===== config.mk =====
export PLATFORM = sky130hd
export DESIGN_NAME = sat_add_arb
export DESIGN_NICKNAME = d
export VERILOG_FILES = /design/src/rtl/sat_add_arb.sv
export SDC_FILE = /design/constraint.sdc
export NUM_CORES = 1
export LEC_CHECK = 0
export ABC_CLOCK_PERIOD_IN_PS = 4100
export CAP_MARGIN = 0
export CORE_MARGIN = 5
export CORE_UTILIZATION = 39
export DETAILED_ROUTE_END_ITERATION = 6
export PLACE_DENSITY = 0.77
export SYNTH_ARGS = -nofsm -noshare
export SYNTH_HDL_FRONTEND = slang
export SYNTH_SLANG_ARGS = --single-unit

===== constraint.sdc =====
create_clock -name clk -period 4.1 [get_ports clk]
set_input_delay 0.615 -clock clk [delete_from_list [all_inputs] [get_ports clk]]
set_output_delay 0.615 -clock clk [all_outputs]
set_load 0.03 [all_outputs]

===== src/rtl/sat_add_arb.sv =====
// sat_add_arb: two-port round-robin arbiter in front of a single 16-bit
// overflow-detecting adder. A grant is combinational in the request cycle,
// and the result, flags and per-port valid pulse appear one edge later.
// A running 8-bit saturating count of overflowed adds is kept alongside.

module sat_add_arb (
    input  logic        clk,
    input  logic        rst,
    input  logic        req0,
    input  logic        req1,
    input  logic [15:0] a0,
    input  logic [15:0] b0,
    input  logic [15:0] a1,
    input  logic [15:0] b1,
    input  logic        hold,
    input  logic        clr_cnt,
    output logic        gnt0,
    output logic        gnt1,
    output logic [15:0] out,
    output logic        zr,
    output logic        neg,
    output logic        ov,
    output logic        vld0,
    output logic        vld1,
    output logic [7:0]  ovf_cnt
);

    localparam int        NP      = 2;
    localparam int        W       = 16;
    localparam logic [7:0] CNT_MAX = 8'hFF;

    // Overflow results are reported on fixed rails: an overflow of two
    // non-negative operands reports 16'h8000, an overflow of two negative
    // operands reports 16'h7FFF.
    localparam logic [W-1:0] RAIL_POS_OVF = 16'h8000;
    localparam logic [W-1:0] RAIL_NEG_OVF = 16'h7FFF;

    // ------------------------------------------------------------------
    // Per-port request and operand vectors
    // ------------------------------------------------------------------
    logic [NP-1:0] req_vec;
    logic [W-1:0]  a_vec  [NP];
    logic [W-1:0]  b_vec  [NP];
    logic [W-1:0]  a_term [NP];
    logic [W-1:0]  b_term [NP];

    assign req_vec  = {req1, req0};
    assign a_vec[0] = a0;
    assign a_vec[1] = a1;
    assign b_vec[0] = b0;
    assign b_vec[1] = b1;

    // ------------------------------------------------------------------
    // Arbitration state and grant
    // ------------------------------------------------------------------
    // last_reg holds the id of the most recently granted port; after reset
    // it points at port 1 so that port 0 wins the first contention.
    logic          last_reg;
    logic [NP-1:0] gnt_vec;
    logic          grant_any;
    logic          grant_id;

    // Round-robin grant: contention goes to the port that was not last,
    // a lone request is granted directly, reset and hold suppress grants.
    always_comb begin
        gnt_vec = '0;
        if (!rst && !hold) begin
            if (req_vec == 2'b11) begin
                gnt_vec = last_reg ? 2'b01 : 2'b10;
            end else begin
                gnt_vec = req_vec;
            end
        end
    end

    assign grant_any = |gnt_vec;
    assign grant_id  = gnt_vec[1];
    assign gnt0      = gnt_vec[0];
    assign gnt1      = gnt_vec[1];

    // ------------------------------------------------------------------
    // Operand selection: one-hot grant makes an AND-OR mux sufficient
    // ------------------------------------------------------------------
    genvar gi;
    generate
        for (gi = 0; gi < NP; gi++) begin : g_port
            assign a_term[gi] = a_vec[gi] & {W{gnt_vec[gi]}};
            assign b_term[gi] = b_vec[gi] & {W{gnt_vec[gi]}};
        end
    endgenerate

    logic [W-1:0] op_a;
    logic [W-1:0] op_b;

    assign op_a = a_term[0] | a_term[1];
    assign op_b = b_term[0] | b_term[1];

    // ------------------------------------------------------------------
    // Adder with overflow detection and rail substitution
    // ------------------------------------------------------------------
    logic [W-1:0] sum_raw;
    logic         ovf_pos;
    logic         ovf_neg;
    logic [W-1:0] res_next;
    logic         zr_next;
    logic         neg_next;
    logic         ov_next;

    // Modulo-2^16 sum; overflow is a sign flip with equal operand signs.
    always_comb begin
        sum_raw  = op_a + op_b;
        ovf_pos  = ~op_a[W-1] & ~op_b[W-1] &  sum_raw[W-1];
        ovf_neg  =  op_a[W-1] &  op_b[W-1] & ~sum_raw[W-1];
        res_next = sum_raw;
        zr_next  = (sum_raw == '0);
        neg_next = sum_raw[W-1];
        ov_next  = 1'b0;
        if (ovf_pos) begin
            res_next = RAIL_POS_OVF;
            zr_next  = 1'b0;
            neg_next = 1'b1;
            ov_next  = 1'b1;
        end else if (ovf_neg) begin
            res_next = RAIL_NEG_OVF;
            zr_next  = 1'b0;
            neg_next = 1'b0;
            ov_next  = 1'b1;
        end
    end

    // ------------------------------------------------------------------
    // Result registers
    // ------------------------------------------------------------------
    logic [W-1:0]  out_reg;
    logic          zr_reg;
    logic          neg_reg;
    logic          ov_reg;
    logic [NP-1:0] vld_reg;

    // Pointer update: the granted id becomes the new last.
    always_ff @(posedge clk) begin
        if (rst) begin
            last_reg <= 1'b1;
        end else if (grant_any) begin
            last_reg <= grant_id;
        end
    end

    // Result and flags load on a granted edge and hold otherwise.
    always_ff @(posedge clk) begin
        if (rst) begin
            out_reg <= '0;
            zr_reg  <= 1'b0;
            neg_reg <= 1'b0;
            ov_reg  <= 1'b0;
        end else if (grant_any) begin
            out_reg <= res_next;
            zr_reg  <= zr_next;
            neg_reg <= neg_next;
            ov_reg  <= ov_next;
        end
    end

    // Valid pulse tags the result with the id it was granted to.
    always_ff @(posedge clk) begin
        if (rst) begin
            vld_reg <= '0;
        end else begin
            vld_reg <= gnt_vec;
        end
    end

    // ------------------------------------------------------------------
    // Overflow counter
    // ------------------------------------------------------------------
    logic [7:0] ovf_cnt_reg;
    logic [7:0] ovf_cnt_next;

    // Clear beats a coincident overflow; counting stops at CNT_MAX.
    always_comb begin
        ovf_cnt_next = ovf_cnt_reg;
        if (clr_cnt) begin
            ovf_cnt_next = '0;
        end else if (grant_any && ov_next && (ovf_cnt_reg != CNT_MAX)) begin
            ovf_cnt_next = ovf_cnt_reg + 8'd1;
        end
    end

    // Counter state register.
    always_ff @(posedge clk) begin
        if (rst) begin
            ovf_cnt_reg <= '0;
        end else begin
            ovf_cnt_reg <= ovf_cnt_next;
        end
    end

    assign out     = out_reg;
    assign zr      = zr_reg;
    assign neg     = neg_reg;
    assign ov      = ov_reg;
    assign vld0    = vld_reg[0];
    assign vld1    = vld_reg[1];
    assign ovf_cnt = ovf_cnt_reg;

endmodule


# After elaboration in Yosys (flattened, before gate mapping)
# Index checks and enable logic that the tools add are counted.
[word_totals]
reg_bits = 30
inputBits = 70
out_inout_bits = 31
elab_cells = 43
[op_classes]
addsub = 2
n_eq_ne = 2
mux = 11
bitwise_logic = 13
reduce_logical = 8
[op_table]
columns = ["operator", "n"]
rows = [
  ["16-bit AND", 4],
  ["16-bit 2-to-1 mux", 2],
  ["16-bit bitwise OR", 2],
  ["16-bit adder", 1],
  ["16-bit zero test", 1],
  ["8-bit by 1-bit adder with 8-bit output, second input constant", 1],
  ["8-bit inequality test, second input constant", 1],
  ["1-bit 2-to-1 mux", 6],
  ["2-bit 2-to-1 mux", 3],
  ["1-bit AND", 4],
  ["2-bit OR reduction", 2],
  ["1-bit logical AND", 3],
  ["1-bit inverter", 3],
  ["2-bit equality test, second input constant", 1],
  ["1-bit zero test", 2],
]

# Depth between registers and ports, before layout
[depth]
depth_word = 12
ltp_mapped = 16
mapped_depth_nobuf = 15

# Worst setup path after synthesis
# No wires, ideal clock.
[synth_path]
kind = "input port to flip-flop"
start = "input rst"
end = "register ovf_cnt_reg[3], in the netlist ovf_cnt[3]"
setup_ns = 0.126
arrival_time_ns = 4.130
required_ns = 3.974
slack_ns = -0.156
stages = 15
n_path_buf = 2
path_cell_list = "nor2_1 nand2_1 a21oi_1 clkbuf_1 a22o_1 ha_1 a211oi_1 o21bai_1 or4_4 a21bo_1 a31o_4 buf_6 a211oi_4 a21o_2 a21oi_1"
[synth_via]
elab_chain_cells = 12
word_cells_on_any_way = 23
cone_classes = "add/sub (1); mux (3); bitwise (13); reduce/logical (6)"
[synth_rtl]
columns = ["item", "line", "text"]
rows = [
  ["start, declared", "8", "input logic rst,"],
  ["1-bit zero test *", "67", "if (!rst && !hold) begin"],
  ["1-bit logical AND *", "67", ""],
  ["2-bit 2-to-1 mux *", "67", ""],
  ["named net gnt1", "18", "output logic gnt1,"],
  ["16-bit AND, on equally long branches", "87, 88", ""],
  ["16-bit bitwise OR, on equally long branches", "95, 96", ""],
  ["16-bit adder", "111", "sum_raw = op_a + op_b;"],
  ["1-bit inverter", "113", "ovf_neg = op_a[W-1] & op_b[W-1] & ~sum_raw[W-1];"],
  ["1-bit AND", "113", ""],
  ["1-bit 2-to-1 mux", "123", "end else if (ovf_neg) begin"],
  ["1-bit 2-to-1 mux", "118", "if (ovf_pos) begin"],
  ["1-bit logical AND * (2 in series)", "184", "end else if (grant_any && ov_next && (ovf_cnt_reg != CNT_MAX)) begin"],
  ["end signal, assigned", "194", "ovf_cnt_reg <= ovf_cnt_next;"],
  ["end, declared", "176", "logic [7:0] ovf_cnt_reg;"],
]
# The timed path passes the listed nets; every way through them passes the cells marked *.
# A chain may end at the register's enable or synchronous reset.

# Worst setup path in the final report
[layout_path]
start = "input req0"
end = "register zr_reg, in the netlist zr"
[layout_via]
elab_chain_cells = 10
word_cells_on_any_way = 21
cone_classes = "add/sub (1); eq/ne (1); mux (4); bitwise (13); reduce/logical (2)"
[layout_rtl]
columns = ["item", "line", "text"]
rows = [
  ["start, declared", "9", "input logic req0,"],
  ["2-bit equality test", "68", "if (req_vec == 2'b11) begin"],
  ["2-bit 2-to-1 mux *", "68", ""],
  ["2-bit 2-to-1 mux *", "67", ""],
  ["branches (longest 7 deep; another with 16-bit adder)", "--", ""],
  ["end signal, assigned", "158", "zr_reg <= zr_next;"],
  ["end, declared", "135", "logic zr_reg;"],
]
# Mark *: on every way between the ends.

==> impl_metrics.prom <==
# TYPE chip_impl_metric gauge
chip_impl_metric{name="clock.fmax",unit="GHz"} 0.2499
chip_impl_metric{name="clock_insertion_delay_worst_skew",unit="ns"} 0.28
chip_impl_metric{name="fp-row-count",unit=""} 28
chip_impl_metric{name="ys_seq_area_share",unit="%"} 24.20
chip_impl_metric{name="setup_violations",unit=""} 0
chip_impl_metric{name="cts_hold_repair.buffers",unit=""} 0
chip_impl_metric{name="effective_utilization_at_floorplan",unit="%"} 40.27
chip_impl_metric{name="hold-worst-slack",unit="ns"} 0.4485
chip_impl_info{name="crit_path_max_delay_cell_type",value="or4_4"} 1
chip_impl_info{name="timing_worst_setup_path_type",value="in2reg"} 1
chip_impl_metric{name="dp.final_hpwl",unit="um"} 6054
chip_impl_metric{name="ant_nets",unit=""} 0
chip_impl_info{name="synthFlopType",value="dfxtp_1"} 1
chip_impl_metric{name="p_per_area",unit="nW/um2"} 196.8
chip_impl_metric{name="clock_sink_count",unit=""} 29
chip_impl_metric{name="critical_path.max_stage_delay",unit="ns"} 0.57
chip_impl_metric{name="postSynthRegisterBits",unit=""} 29
chip_impl_info{name="endpoint_kind",value="flop"} 1
chip_impl_metric{name="die_width",unit="um"} 88.42
chip_impl_metric{name="dieArea",unit="um2"} 7818
chip_impl_metric{name="cts_buffers",unit=""} 5
chip_impl_metric{name="route.detailed.wl_per_inst",unit="um"} 13.92
chip_impl_metric{name="drive_gt1_share",unit="%"} 21.23
chip_impl_metric{name="report.final.slew_viol_count",unit=""} 0
chip_impl_metric{name="grt_pass1_wl",unit="um"} 12020
chip_impl_metric{name="post-place-cells",unit=""} 520
chip_impl_metric{name="top_level_ports",unit=""} 101
chip_impl_metric{name="layout.cells.non_filler",unit=""} 532
chip_impl_info{name="crit_family",value="simple AND/OR/NAND/NOR gates"} 1
chip_impl_metric{name="grtUsageTotal",unit="%"} 18.84
chip_impl_metric{name="total_of_buffers_placed_on_input_and_output_ports",unit=""} 100
chip_impl_metric{name="ys.warnings.count",unit=""} 0
chip_impl_metric{name="num_vias",unit=""} 2821
chip_impl_metric{name="largest_register_ff_count",unit=""} 16
chip_impl_metric{name="worstMarginPinSlew",unit="ns"} 0.9599
chip_impl_metric{name="crit_path_max_fanout",unit=""} 8
chip_impl_info{name="hold_path_class",value="reg2reg"} 1
chip_impl_metric{name="worstPathArrival",unit="ns"} 4.21
chip_impl_metric{name="floorplan.core_area",unit="um2"} 5956
chip_impl_metric{name="min_period_over_period",unit="%"} 97.61
chip_impl_metric{name="avgSynthCellArea",unit="um2"} 8.131
chip_impl_metric{name="postSynthNetCount",unit=""} 384
chip_impl_metric{name="min_period",unit="ns"} 4.002
chip_impl_metric{name="drt-initial-drc-count",unit=""} 86
chip_impl_metric{name="layout.core_utilization",unit="%"} 69.01
chip_impl_metric{name="area.growth.synth_to_final",unit="%"} 71.36
chip_impl_metric{name="vias_per_cell",unit=""} 5.303
chip_impl_metric{name="route.detailed.drc",unit=""} 0
chip_impl_metric{name="totalWireLength",unit="um"} 7405
chip_impl_metric{name="vias_in_the_first_global_route",unit=""} 2813
chip_impl_metric{name="cap_violations",unit=""} 0
chip_impl_metric{name="vdd_drop_max",unit="uV"} 209.0
chip_impl_metric{name="fillers",unit=""} 512
chip_impl_metric{name="postLayoutSetupSlackWorst",unit="ns"} 0.09808
chip_impl_metric{name="antennaDiodeCount",unit=""} 0
chip_impl_metric{name="leakagePower",unit="nW"} 1.830
chip_impl_metric{name="overflow",unit=""} 0
chip_impl_metric{name="post_synth_instance_area",unit="um2"} 2399
chip_impl_info{name="status",value="completed"} 1
chip_impl_metric{name="ctsLongestPathBuffers",unit=""} 2
chip_impl_metric{name="gp_congestion",unit=""} 0.8714
chip_impl_metric{name="ctsHtreeMaxLevel",unit=""} 2
chip_impl_metric{name="detailedPlace.worstSlack",unit="ns"} -0.3112
chip_impl_metric{name="drt_pass1_iterations",unit=""} 4
chip_impl_info{name="cp_cell_sequence",value="clkdlybuf4s50_1 -> a21oi_4 -> buf_12 -> buf_4 -> a22o_1 -> ha_1 -> o21ai_0 -> o21bai_1 -> or4_4 -> a21bo_1 -> and3_1 -> nand4b_1 -> or4_1 -> o21ai_1"} 1
chip_impl_metric{name="worst-path-buf-inv",unit=""} 3
chip_impl_metric{name="worstPathRequired",unit="ns"} 4.31
chip_impl_metric{name="fin_setup_tns",unit="ns"} 0
chip_impl_metric{name="synth-async-reset-ratio",unit="%"} 0
chip_impl_metric{name="grt_antenna_before_repair",unit=""} 0
chip_impl_metric{name="num-nets-final",unit=""} 545
chip_impl_metric{name="ys_types",unit=""} 54
chip_impl_info{name="clk_root_buffer_cell",value="clkbuf_8"} 1
chip_impl_metric{name="max_transition_margin",unit="%"} 35.77
chip_impl_metric{name="clkTransAtPathRegs",unit="ns"} 0.06
chip_impl_metric{name="timing_hold_violations_final",unit=""} 0
chip_impl_info{name="tritoncts_clock_tree",value="yes"} 1
chip_impl_info{name="crit_path_start_kind",value="input port"} 1
chip_impl_metric{name="maximum_number_of_pins_on_one_net_before_global_route_repair",unit=""} 22
chip_impl_metric{name="post_synth_inst_count",unit=""} 295
chip_impl_metric{name="clock_skew",unit="ns"} 0.005213
chip_impl_metric{name="synth-edff-count",unit=""} 0
chip_impl_metric{name="die_height",unit="um"} 88.42
layout make-up:
cell class	instances	area [um2]	area share (%)
sequential	29	580.6	14.12
multi-input combinational	237	1738	42.28
inverter	15	56.30	1.370
timing repair buffer	168	1562	37.99
clock buffer	8	80.08	1.948
tap	75	93.84	2.283
kinds of logic (layout without fill, tap and decap cells):
group	after synthesis	count (layout)	synth area share [%]
AND/OR/NAND/NOR	93	93	19.72
AO/OA/AOI/OAI	110	110	34.95
multiplexers	2	2	0.8347
adder cells (fa/ha/maj)	19	19	10.22
buffers and inverters	29	191	5.321
flip-flops	29	29	24.20
XOR/XNOR	13	13	4.747
routing by layer:
metal  track usage, %  vias up  routed length, um
met5                0        -                  0
met4            5.495        0                129
met3            3.538       12                514
met2            33.04       97               3485
met1            23.44     1288               3275
li1                 -     1424                  -
cell usage in the layout, fill, tap and decap left out, drive strengths merged, types with 3 or more instances in the layout:
cell	count
nand2b	4
a21o	13
dlymetal6s2s	3
xor2	5
nand2	21
o21a	3
buf	67
ha	18
a22o	31
inv	15
nor3	5
nor2	28
nand4	3
and3	9
nand4b	3
o211ai	4
nand3	9
clkdlybuf4s50	97
o21ai	16
dfxtp	29
a31oi	4
or4	3
xnor2	8
a211oi	4
a21oi	17
clkbuf	9
worst paths after layout:
check / end / slack [ns] / cells past startpoint / from
setup / recovery: zr / 0.1 / 14 / req0
hold / removal: out[9] / 0.45 / 1 / out[9]
setup reg to reg: zr / 0.43 / 14 / last_reg
hold reg to reg: out[9] / 0.45 / 1 / out[9]
through the flow:
stage / cell area (um2) / power [mW]
global placement: 3931 / 0.5777
finish: 4110 / 0.8090
detailed placement: 3931 / 0.5837
global route: 4110 / 0.8566
CTS: 4014 / 0.8066
floorplan: 2402 / 0.4302
synth_stat cells (2+ instances only):
| master | n | area [um2] |
|---|---|---|
| a211oi_1 | 2 | 15.01 |
| a211oi_4 | 2 | 40.04 |
| a21o_1 | 8 | 60.06 |
| a21o_2 | 5 | 43.79 |
| a21oi_1 | 17 | 85.08 |
| a22o_1 | 31 | 271.5 |
| a31oi_1 | 4 | 25.02 |
| a41o_1 | 2 | 20.02 |
| and3_1 | 7 | 43.79 |
| and3_2 | 2 | 15.01 |
| buf_6 | 2 | 22.52 |
| clkbuf_1 | 11 | 41.29 |
| dfxtp_1 | 29 | 580.6 |
| ha_1 | 18 | 225.2 |
| inv_1 | 15 | 56.30 |
| mux2i_1 | 2 | 20.02 |
| nand2_1 | 21 | 78.83 |
| nand2b_1 | 4 | 25.02 |
| nand3_1 | 9 | 45.04 |
| nand4_1 | 2 | 12.51 |
| nand4b_1 | 3 | 26.28 |
| nor2_1 | 28 | 105.1 |
| nor2b_1 | 2 | 12.51 |
| nor3_1 | 5 | 25.02 |
| o211ai_1 | 4 | 30.03 |
| o21a_1 | 3 | 22.52 |
| o21ai_0 | 15 | 75.07 |
| o21bai_1 | 2 | 15.01 |
| o31ai_1 | 2 | 15.01 |
| or2_2 | 2 | 12.51 |
| or4_1 | 2 | 15.01 |
| xnor2_1 | 8 | 70.07 |
| xor2_1 | 5 | 43.79 |
power by group:
part	switching [mW]	total (mW)	internal, mW
registers	0.00693	0.300	0.293
logic	0.122	0.285	0.163
clock network	0.104	0.224	0.120
repair_timing:
item                                    in CTS  in global routing
pin swaps                                    0                  8
endpoints found under the setup margin       2                 24
buffers inserted                             0                  3
resized for setup                            1                 11
cloned                                       0                  1
Note: power is estimated with default switching activity, not from simulation.
